--- src/rtl/cascade_sequencer.sv ---
// Cascade feature sequencer: walks the per-stage feature counts, issues one
// request per feature, and stops early on the first failing stage verdict.
module cascade_sequencer #(
  parameter int NUM_STAGES = 22,
  parameter int CNT_W      = 8,
  parameter int IDX_W      = 12,
  parameter int STG_W      = 5
) (
  input  logic             Clk,
  input  logic             Reset,
  input  logic             start,
  output logic             feat_valid,
  input  logic             feat_ready,
  output logic [IDX_W-1:0] feat_idx,
  output logic [STG_W-1:0] stage_idx,
  output logic [CNT_W-1:0] feat_in_stage,
  output logic             last_in_stage,
  input  logic             res_valid,
  input  logic             res_pass,
  input  logic             cfg_we,
  input  logic [STG_W-1:0] cfg_stage,
  input  logic [CNT_W-1:0] cfg_count,
  output logic             busy,
  output logic             done,
  output logic             accept
);

  typedef enum logic [1:0] {IDLE, ISSUE, WAIT, FINISH} state_t;

  localparam int DEF_N = 22;
  // Stage 0 sits in the least significant byte.
  localparam logic [DEF_N*8-1:0] DEFAULT_PACKED = {
    8'd213, 8'd211, 8'd182, 8'd177, 8'd160, 8'd140, 8'd137, 8'd135,
    8'd102, 8'd111, 8'd103, 8'd80,  8'd71,  8'd56,  8'd51,  8'd50,
    8'd44,  8'd33,  8'd39,  8'd21,  8'd16,  8'd3
  };

  function automatic int default_count(input int i);
    if (i < DEF_N) return int'(DEFAULT_PACKED[i*8 +: 8]);
    return 0;
  endfunction

  state_t           state_reg, state_next;
  logic [STG_W-1:0] stage_reg, stage_next;
  logic [CNT_W-1:0] fis_reg, fis_next;
  logic [IDX_W-1:0] idx_reg, idx_next;
  logic             accept_reg, accept_next;
  logic [CNT_W-1:0] count_reg [NUM_STAGES];
  logic [CNT_W-1:0] cur_count;
  logic             cfg_ok;
  logic             last_feat;
  logic             final_stage;

  // Table edits are only legal while no evaluation is walking it.
  assign cfg_ok = cfg_we && (state_reg == IDLE) && (32'(cfg_stage) < NUM_STAGES);

  generate
    for (genvar gi = 0; gi < NUM_STAGES; gi++) begin : g_count
      localparam logic [CNT_W-1:0] RESET_VAL = CNT_W'(default_count(gi));
      always_ff @(posedge Clk) begin
        if (Reset)
          count_reg[gi] <= RESET_VAL;
        else if (cfg_ok && (cfg_stage == STG_W'(gi)))
          count_reg[gi] <= cfg_count;
      end
    end
  endgenerate

  assign cur_count   = count_reg[stage_reg];
  assign last_feat   = (fis_reg == cur_count - CNT_W'(1));
  assign final_stage = (stage_reg == STG_W'(NUM_STAGES - 1));

  always_ff @(posedge Clk) begin
    if (Reset) begin
      state_reg  <= IDLE;
      stage_reg  <= '0;
      fis_reg    <= '0;
      idx_reg    <= '0;
      accept_reg <= 1'b0;
    end else begin
      state_reg  <= state_next;
      stage_reg  <= stage_next;
      fis_reg    <= fis_next;
      idx_reg    <= idx_next;
      accept_reg <= accept_next;
    end
  end

  always_comb begin
    state_next  = state_reg;
    stage_next  = stage_reg;
    fis_next    = fis_reg;
    idx_next    = idx_reg;
    accept_next = accept_reg;
    case (state_reg)
      IDLE: begin
        if (start) begin
          state_next  = ISSUE;
          stage_next  = '0;
          fis_next    = '0;
          idx_next    = '0;
          accept_next = 1'b0;
        end
      end
      ISSUE: begin
        if (cur_count == '0) begin
          // Empty stage passes trivially without a verdict round-trip.
          if (final_stage) begin
            state_next  = FINISH;
            accept_next = 1'b1;
          end else begin
            stage_next = stage_reg + STG_W'(1);
            fis_next   = '0;
          end
        end else if (feat_ready) begin
          idx_next = idx_reg + IDX_W'(1);
          fis_next = fis_reg + CNT_W'(1);
          if (last_feat) state_next = WAIT;
        end
      end
      WAIT: begin
        if (res_valid) begin
          if (!res_pass) begin
            state_next  = FINISH;
            accept_next = 1'b0;
          end else if (final_stage) begin
            state_next  = FINISH;
            accept_next = 1'b1;
          end else begin
            state_next = ISSUE;
            stage_next = stage_reg + STG_W'(1);
            fis_next   = '0;
          end
        end
      end
      FINISH: state_next = IDLE;
      default: state_next = IDLE;
    endcase
  end

  assign feat_valid    = (state_reg == ISSUE) && (cur_count != '0);
  assign last_in_stage = feat_valid && last_feat;
  assign feat_idx      = idx_reg;
  assign stage_idx     = stage_reg;
  assign feat_in_stage = fis_reg;
  assign busy          = (state_reg != IDLE);
  assign done          = (state_reg == FINISH);
  assign accept        = accept_reg;

endmodule

--- config.mk ---
export PLATFORM = sky130hd
export DESIGN_NAME = cascade_sequencer
export DESIGN_NICKNAME = d
export VERILOG_FILES = /design/src/rtl/cascade_sequencer.sv
export SDC_FILE = /design/constraint.sdc
export NUM_CORES = 1
export LEC_CHECK = 0
export CORE_UTILIZATION = 49
export CTS_CLUSTER_SIZE = 16
export DETAILED_ROUTE_END_ITERATION = 8
export PLACE_DENSITY_LB_ADDON = 0.15
export SETUP_SLACK_MARGIN = 0.02
export SLEW_MARGIN = 15
export SYNTH_ARGS = -nofsm -noshare
export SYNTH_HDL_FRONTEND = slang
export SYNTH_SLANG_ARGS = --single-unit
--- constraint.sdc ---
create_clock -name Clk -period 4.35 [get_ports Clk]
set_input_delay 0.435 -clock Clk [delete_from_list [all_inputs] [get_ports Clk]]
set_output_delay 0.435 -clock Clk [all_outputs]
set_load 0.01 [all_outputs]
==> reports/results.txt <==
The flow ran to the end, and the final reports show no timing, DRC or antenna violations. After synthesis, the cell types taking the most area are edfxtp_1 (50%), dfxtp_1 (6.3%), and2_1 (6.3%), mux4_2 (5.2%), or3_1 (4.6%). After clock tree synthesis, the clock-pin slew on the worst setup and hold paths is 0.05 ns. The achievable frequency is 243 MHz, and the cell-internal power is 3.68 mW.

The root buffer cell chosen for the clock tree is clkbuf_16. VDD sags by at most 0.290 mV. The tools report the category of the worst setup path launch point as a flop. The number of antenna violations at the first check in global routing is 0, and the via count is 7159. The total of hold buffers inserted after clock tree synthesis is 0, and the synthesized area divided by synthesized cell count is 11.9 µm². The detail route stage leaves a number of antenna-violating nets equal to 0. The fraction of power spent switching nets is 0.283, and the post-route standard cell area excluding fillers is 12100 µm². For the number of global-route vias before repair, the log shows 6999. The most used flip-flop cell after synthesis is edfxtp_1. The run gives 3.87 nW as the leakage component of the power. Number of flip-flops in the largest register: 176. Layer carrying the most global-route usage: met2.

Traced cell by cell, the critical path runs through buf_12, buf_4, mux4_2, mux2_2, o21a_1, a2bb2oi_1, and2_1, nand4_1, nand2_1, inv_1, clkdlybuf4s50_1. In this run, CTS created clock tree buffers numbering 24. Counting every net in the synthesized netlist gives 909. In this run the standard cell core region covers 21000 µm². Summing all multi-input logic gate instances after layout gives 4290 µm².

In this run the cell area of the synthesized design comes to 10500 µm². The tools report the number of H-tree branching levels as 1. In this run the worst path has a maximum fanout of 11. Setup violations remaining at the end of the flow were counted as 0.

In this run the power spent charging and discharging nets is 1.45 mW. After detailed routing, the total wire length is 28.0 mm. Dividing total power by cell area gives a power density of 422 nW/µm².

The layout has 1699 filler cells. Of all cell types, the one taking the most synthesized area is edfxtp_1. The average via count per standard cell is 5.87, and the number of buffers on the longest clock path is 3.

The area taken by flip-flops and latches is 5960 µm². The net count of the finished layout came out at 959. For this design, the slowest cell found on the critical path is mux4_2. In this design, the largest share of critical-path delay is due to buffers and inverters.

The synthesized design contains 176 enable-type register cells. The tree built by TritonCTS fans out to 209 sinks. The first TritonRoute pass finished after 5 iterations. Synthesis-to-finish area growth: 15.7%. The die is 148 µm tall. The sequential cell fraction of total power is 0.448. The first global-routing pass estimated 42.6 mm of wire. Share of the core filled with cells: 0.577. The die covers 22000 µm².

Data on the critical path is required at its endpoint by 3.91 ns. For the fraction of met3 tracks used by global routing, the log shows 0.0365. The number of antenna diodes in the final layout is 0. For the pin with the worst max-slew slack, the measured transition is 1.00 ns. For the max-slew violation count, the log shows 0.

The part of the cycle the worst path needs is 0.946. For this run, design rule violations remaining after detail routing come to 0. The overall global routing resource usage was 0.262; the row count was 53. The share of total power in the clock network was 0.360. Synthesis inferred 209 register bits. The count of distinct cell types in the synthesized netlist is 59.

The I/O pin count is 50, and the synthesized netlist cell count is 879. Max-cap violations in this run came to 0. Input and output buffers added on the ports amount to 49. The met1 global-route usage is 0.363, and the data arrival time of the critical path is 3.68 ns. Endpoint kind of the worst setup timing path: an output pin. The critical path is of the reg -> out type. The run gives 0.234 ns as the final worst slack. The die is 148 µm wide. The largest single stage delay on the critical path is 0.55 ns. Count of endpoints failing hold in the final timing report: 0. Setup repair after global routing left no endpoint under its margin. The routed design could run at a clock period as short as 4.12 ns. The total buffers and inverters traversed by the critical path is 4, and the clock tree skew after final layout is 0.0131 ns. The run gives 0 as the synthesis warning total. The tightest min-delay check is of the reg -> reg type. The fraction of layout instances using a drive strength above 1 works out to 0.126. Remaining max-slew budget at the tightest pin: 0.326.

The combinational share of power is 0.192. The logs give 27 for the pin count of the biggest net entering global routing and 0.883 for the weighted congestion reported at the end of routability-driven placement. The portion of the post-synthesis area used by sequential elements was 0.567. Wire length per cell after detailed routing: 22.9 µm.

The fraction of registers with async set/reset was 0; the final HPWL from detailed placement was 19.5 mm. The total overflow left after global routing is 0. In this run, the number of DRC markers left after iteration 0 of detailed routing was 499. The setup slack at placement was 0.0305 ns.

The area share of the leading cell type in the synthesized netlist came out at 0.504. The later pin in the worst-skew pair is clocked with a latency of 0.52 ns. The logs give 0.436 for the met2 track utilization from global routing and 0 ns for the sum of negative setup slack.

TritonCTS built the clock tree. Initial core utilization: 0.499. In this run the cell area measured after placement is 11300 µm².
-- area by class of cell --
class,instances,area share
inverter,15,0.00464
clock inverter,11,0.00485
tap,275,0.0284
sequential,209,0.491
multi-input combinational,596,0.353
timing repair buffer,83,0.0647
clock buffer,31,0.0534
-- worst paths after layout --
check / cells past startpoint / to / slack, ns / startpoint
worst max-delay path: 11 / feat_valid / 0.23 / flop
worst min-delay path: 2 / feat_idx[4]$_SDFFE_PP0P_ / 0.52 / feat_idx[4]$_SDFFE_PP0P_
worst max register to register: 12 / flop / 0.59 / flop
worst min register to register: 2 / feat_idx[4]$_SDFFE_PP0P_ / 0.52 / feat_idx[4]$_SDFFE_PP0P_
-- placed cells by master (no fill, tap or decap), types with 17 or more instances in the layout --
cell type,n
buf_4,30
dfxtp_1,30
clkbuf_16,25
or3_1,77
edfxtp_1,176
o21ai_0,19
clkdlybuf4s50_1,48
and2_1,105
mux2i_1,35
mux4_2,24
nand3_1,17
nand2_1,81
nor2_1,55
-- Yosys cell counts (9+ instances only) --
| master | count |
|---|---|
| nand4_1 | 9 |
| o21ai_0 | 21 |
| or3_1 | 77 |
| and2_1 | 105 |
| and3_1 | 10 |
| nand2_1 | 81 |
| dfxtp_1 | 33 |
| ha_1 | 10 |
| mux2i_1 | 43 |
| nand3_1 | 17 |
| a22oi_1 | 10 |
| nor2_1 | 55 |
| mux2_2 | 11 |
| inv_1 | 15 |
| mux4_2 | 24 |
| xnor2_1 | 15 |
| nor2b_1 | 9 |
| a21oi_1 | 15 |
| clkbuf_1 | 47 |
| edfxtp_1 | 176 |
-- metal layers --
metal,routed length (µm),vias to the layer above
li1,-,3317
met1,12100,3572
met2,13700,238
met3,1590,32
met4,562,0
met5,0,-
-- metrics by stage --
stage,std cells,hold slack (ns),power (mW)
after floorplan,879,0.510,2.95
after global placement,1174,0.479,3.24
after detailed placement,1174,0.510,3.27
after CTS,1220,0.524,5.14
after global routing,1220,0.561,5.32
final,1220,0.523,5.12
-- power groups by stage --
stage                     combinational, mW  clock, mW  sequential (mW)
final                                 0.984       1.84             2.29
after global routing                   1.07       1.95             2.30
after CTS                             0.970       1.87             2.29
after detailed placement              0.936          0             2.33
after global placement                0.907          0             2.33
after floorplan                       0.645          0             2.30
-- cell families after synthesis --
logic type | share of synthesized area
and+or+nand+nor | 0.201
DFF | 0.567
AOI/OAI and AO/OA | 0.0594
xor gates and xnor gates | 0.0192
buffers and inverters | 0.0296
muxes | 0.112
adders and majority gates | 0.0119
-- tightest hold or removal path, stage by stage (launching register included) --
cell and delay (ns):
dfxtp_1 0.32, o21ai_0 0.08, a21oi_1 0.07
-- repair_timing --
action                                  4_1_cts  5_1_grt
pin swaps                                     1        1
endpoints found under the setup margin        1        1
resized for setup                            16        7
buffers inserted                              3        0
cloned                                        1        0
Power figures use the tool's default switching activity.
